File: src/rtl/sha256_msg_padder.sv
// SHA-256 message padder: latches one raw message (hash, Merkle leaf pair or block header),
// then hands the padded 512-bit blocks to the compression core one at a time, paced by blk_done.
module sha256_msg_padder (
  input  logic         CLK,
  input  logic         reset,
  input  logic         start,
  input  logic [1:0]   type_in,
  input  logic [639:0] data_in,
  input  logic         blk_done,
  output logic [511:0] msg,
  output logic         msg_valid,
  output logic [1:0]   blk_type,
  output logic         first_blk,
  output logic         last_blk,
  output logic         busy,
  output logic         done,
  output logic         err
);

  localparam logic [1:0] T_HASH   = 2'd0;
  localparam logic [1:0] T_MERKLE = 2'd1;
  localparam logic [1:0] T_HEADER = 2'd2;

  typedef enum logic [1:0] {
    IDLE = 2'd0,
    SEND = 2'd1,
    WAIT = 2'd2
  } state_t;

  state_t       r_state;
  logic         r_idx;
  logic [127:0] r_tail;

  logic [511:0] w_block0;
  logic [511:0] w_block1;
  logic         w_next_idx;

  function automatic logic [511:0] f_block0(input logic [1:0] t, input logic [639:0] d);
    logic [511:0] res;
    res = 512'd0;
    case (t)
      T_HASH:   res = {d[255:0], 1'b1, 191'd0, 64'h100};
      T_MERKLE: res = d[511:0];
      T_HEADER: res = d[639:128];
      default:  res = 512'd0;
    endcase
    return res;
  endfunction

  // Only the header's trailing 128 bits survive into block 1; a leaf's block 1 is pure padding.
  function automatic logic [511:0] f_block1(input logic [1:0] t, input logic [127:0] tail);
    logic [511:0] res;
    res = 512'd0;
    case (t)
      T_MERKLE: res = {1'b1, 447'd0, 64'h200};
      T_HEADER: res = {tail, 1'b1, 319'd0, 64'h280};
      default:  res = 512'd0;
    endcase
    return res;
  endfunction

  assign w_block0   = f_block0(type_in, data_in);
  assign w_block1   = f_block1(blk_type, r_tail);
  assign w_next_idx = ~r_idx;

  // Block sequencer: accept, present each block for one SEND cycle, then wait for the core.
  always_ff @(posedge CLK or posedge reset) begin
    if (reset) begin
      r_state   <= IDLE;
      r_idx     <= 1'b0;
      r_tail    <= 128'd0;
      msg       <= 512'd0;
      msg_valid <= 1'b0;
      blk_type  <= 2'd0;
      first_blk <= 1'b0;
      last_blk  <= 1'b0;
      busy      <= 1'b0;
      done      <= 1'b0;
      err       <= 1'b0;
    end else begin
      msg_valid <= 1'b0;
      done      <= 1'b0;
      err       <= 1'b0;
      case (r_state)
        IDLE: begin
          if (start) begin
            if (type_in != 2'd3) begin
              r_tail    <= data_in[127:0];
              r_idx     <= 1'b0;
              blk_type  <= type_in;
              msg       <= w_block0;
              msg_valid <= 1'b1;
              first_blk <= 1'b1;
              last_blk  <= (type_in == T_HASH);
              busy      <= 1'b1;
              r_state   <= SEND;
            end else begin
              err <= 1'b1;
            end
          end
        end
        SEND: r_state <= WAIT;
        WAIT: begin
          if (blk_done) begin
            if (last_blk) begin
              busy    <= 1'b0;
              done    <= 1'b1;
              r_state <= IDLE;
            end else begin
              r_idx     <= w_next_idx;
              msg       <= w_block1;
              msg_valid <= 1'b1;
              first_blk <= (w_next_idx == 1'b0);
              last_blk  <= (blk_type == T_HASH) || (w_next_idx == 1'b1);
              r_state   <= SEND;
            end
          end
        end
        default: r_state <= IDLE;
      endcase
    end
  end

endmodule

File: config.mk
export PLATFORM = sky130hd
export DESIGN_NAME = sha256_msg_padder
export DESIGN_NICKNAME = d
export VERILOG_FILES = /design/src/rtl/sha256_msg_padder.sv
export SDC_FILE = /design/constraint.sdc
export NUM_CORES = 2
export LEC_CHECK = 0
export ABC_CLOCK_PERIOD_IN_PS = 36500
export CORE_AREA = 2 2 448 450
export CTS_CLUSTER_SIZE = 12
export DETAILED_ROUTE_END_ITERATION = 8
export DIE_AREA = 0 0 450 452
export GPL_TIMING_DRIVEN = 0
export PLACE_DENSITY_LB_ADDON = 0.12
export SYNTH_ARGS = -nofsm -noshare
export SYNTH_HDL_FRONTEND = slang
export SYNTH_SLANG_ARGS = --single-unit
File: constraint.sdc
create_clock -name CLK -period 36.5 [get_ports CLK]
set_input_delay 7.3 -clock CLK [delete_from_list [all_inputs] [get_ports CLK]]
set_output_delay 7.3 -clock CLK [all_outputs]
set_load 0.02 [all_outputs]
==> flow_summary.toml <==
[outcome]
status = "completed"

[synth]
post_synth_num_cell_types = 37
syn_inst = 3524
yosys_warnings = 0
synth_top_cells_by_area = "dfrtp_1 48%, a21oi_1 5.7%, o31ai_1 5.6%, a22oi_1 5.4%, nand2_1 4.4%"
ys_ff_latch = 651
synth_area_mm2 = 0.0341
synth_top_area_share_pct = 47.8
avgSynthCellArea_um2 = 9.67
synth_area_leader_cell = "dfrtp_1"
ys_seq_area_share_pct = 47.8
syn_nets = 4174

[timing]
relSlewSlack_pct = 24.0
setup_viol = 0
post-route-period-util_pct = 27.7
whs_ns = 0.475
rsz0062_at_grt = "no"
max_freq_mhz = 99.0
drv_slew = 0
tightestPinTransition_ns = 1.14
finalHoldViolations = 0
period_minus_slack_ns = 10.11
clock_skew_ns = 0.0476

[power]
pwr-share-seq_pct = 29.5
power_frac_comb_pct = 48.0
power_switching_mw = 1.95
internal_power_mw = 2.44
ir_drop_mv = 0.0376
power_frac_clock_pct = 22.5
leakage_nw = 21.8
sw_frac_of_total_pct = 44.5
cellPowerDensity_mw_per_mm2 = 83.5

[placement]
placement.io_buffers = 1163
globalplace.congestion = 0.942
dp_hpwl_um = 215000

[drt]
detail_route.wl_per_cell_um = 35.6
num_vias = 36027
antenna_left = 0
drtPass1Iterations = 5
vias_per_cell = 4.75
drt_wl_total_um = 270000
drc = 0
drt_iter0_markers = 3121

[finish]
utilization_pct = 26.5
n_fill_cell = 21611
layout-drive-gt1-share_pct = 7.36
area_growth_pct = 54.5
final_nets = 5441

[global_route]
grt_pass1_wl_um = 355000
overflow = 0
grt_max_degree = 110
antenna_found_initial = 103
grt_pass1_vias = 36569
grt_usage_pct = 25.6

[flow_run]
max_cap_viol_count = 0

[critical_path]
worstSetupEndpointType = "flop"
r2r_slack_ns = 33.13
r2r-end = "msg[435]"
crit_type = "in -> reg"
worst_setup_path_start_kind = "input pin"
r2r-start = "r_state[1]"
worstPathRequired_ns = 37.10
reg2reg_depth = 7
worst_ep_arrival_time_ns = 10.71
critPathMaxFanout = 10

[clock_network]
clockBufferDepth = 3
htreeDepth = 3
ctsHoldBuffers = 0
clockRootBuffer = "clkbuf_16"
cts_resized = 0
cts_buffers = 94
clkLatencyLatePin_ns = 0.76
postCtsSetupRepairBufs = 0
clkTransAtPathRegs_ns = 0.05
tritoncts = "done"
clock_sinks = 651

[floorplan]
start_util_pct = 17.1
ios = 1166
die_width_um = 450
row_count = 164
fp.dieArea_mm2 = 0.203
die_h_um = 452
core-area_mm2 = 0.199

[worst_hold_path]
min_from = "msg[88]"
hold-path-cell-count = 2
hold_end = "msg[88]"
hold_class = "reg -> reg"
[logic make-up after synthesis]
family	share of synthesized area, %
flops	47.8
fa+ha+maj	0.147
compound gates	27.1
simple gates	10.4
buf+inv	6.78
mux	7.76
[through the flow]
step | worst slack, ns | power (mW) | setup TNS [ns] | instances | instance area [um^2]
3_5_place_dp | 25.50 | 3.43 | 0 | 7351 | 49300
5_1_grt | 26.28 | 4.58 | 0 | 7571 | 52600
2_1_floorplan | 10.96 | 2.14 | 0 | 3524 | 34100
6_report | 26.39 | 4.39 | 0 | 7583 | 52600
3_3_place_gp | -1.75 | 3.43 | -980.70 | 7343 | 49000
4_1_cts | 26.33 | 4.44 | 0 | 7523 | 52500
[worst max path at each step]
stage | from | to | depth (start not counted)
floorplan | reset | blk_type[0] | 1
global placement | reset | msg[436] | 2
detailed placement | type_in[0] | msg[506] | 7
CTS | type_in[0] | msg[506] | 7
global route | type_in[0] | msg[506] | 7
finish | type_in[0] | msg[506] | 7
[Yosys cell counts (all sizes together)]
master	instances
o211ai	118
nor3b	11
a32oi	10
dfrtp	651
inv	145
nand2b	7
o22a	2
and3	1
a22oi	243
a21oi	389
nand3b	2
a221o	3
o21ai	282
o31ai	252
and3b	117
a2111oi	1
clkbuf	191
and2	1
mux2i	119
a2bb2oi	126
nor2	8
mux2	129
o21a	2
buf	181
nor2b	129
ha	4
a221oi	1
nand2	398
and4bb	1
[sequential cells by signal, summed over array words and instances (netlist names)]
| register | cells |
|---|---|
| msg | 512 |
| r_tail | 128 |
| blk_type | 2 |
| r_state | 2 |
| busy | 1 |
| done | 1 |
| err | 1 |
| first_blk | 1 |
| last_blk | 1 |
| msg_valid | 1 |
| r_idx | 1 |
[final cells by class]
class / instances / area, um^2 / area share, %
multi-input combinational: 2356 / 15500 / 29.4
sequential: 651 / 16300 / 31.0
buffer: 372 / 1770 / 3.36
clock buffer: 131 / 2690 / 5.12
timing repair buffer: 1171 / 11900 / 22.5
tap: 2656 / 3320 / 6.32
antenna: 60 / 150 / 0.285
inverter: 145 / 552 / 1.05
clock inverter: 41 / 517 / 0.982
[critical path, stage by stage]
cell and delay, ns:
clkbuf_1 0.25, buf_2 0.72, buf_2 0.76, clkbuf_1 0.83, o211ai_1 0.21, a22oi_1 0.49, a21oi_1 0.08
[power by group through the flow]
stage / clock network [mW] / registers (mW) / logic [mW]
2_1_floorplan: 0 / 1.56 / 0.578
3_3_place_gp: 0 / 1.30 / 2.13
3_5_place_dp: 0 / 1.30 / 2.13
4_1_cts: 1.01 / 1.29 / 2.14
5_1_grt: 1.04 / 1.33 / 2.21
6_report: 0.986 / 1.30 / 2.11
[routing by layer]
| layer | up-vias | global-route usage, % | share of wire [%] |
|---|---|---|---|
| met2 | 1486 | 42.4 | 48 |
| met4 | 10 | 11.4 | 4.0 |
| met3 | 344 | 4.50 | 5.3 |
| li1 | 15494 | - | - |
| met5 | - | 0 | 0.027 |
| met1 | 18693 | 32.6 | 42 |
[cells in the final DEF (no fill, tap or decap), types with 11 or more instances in the layout]
master and instances:
clkinv_2 18, buf_2 123, nand2_1 397, inv_1 144, buf_6 23, mux2i_1 119, buf_1 24, clkdlybuf4s50_1 1163
clkbuf_16 95, clkbuf_1 204, a2bb2oi_1 126, o21ai_0 245, diode_2 60, nor2b_1 129, mux2_2 29, mux2_1 100
buf_4 11, o21ai_1 37, o211ai_1 118, o31ai_1 252, a21oi_1 388, clkbuf_8 18, a22oi_1 243, and3b_1 117
dfrtp_1 651
(Power assumes the default switching activity.)
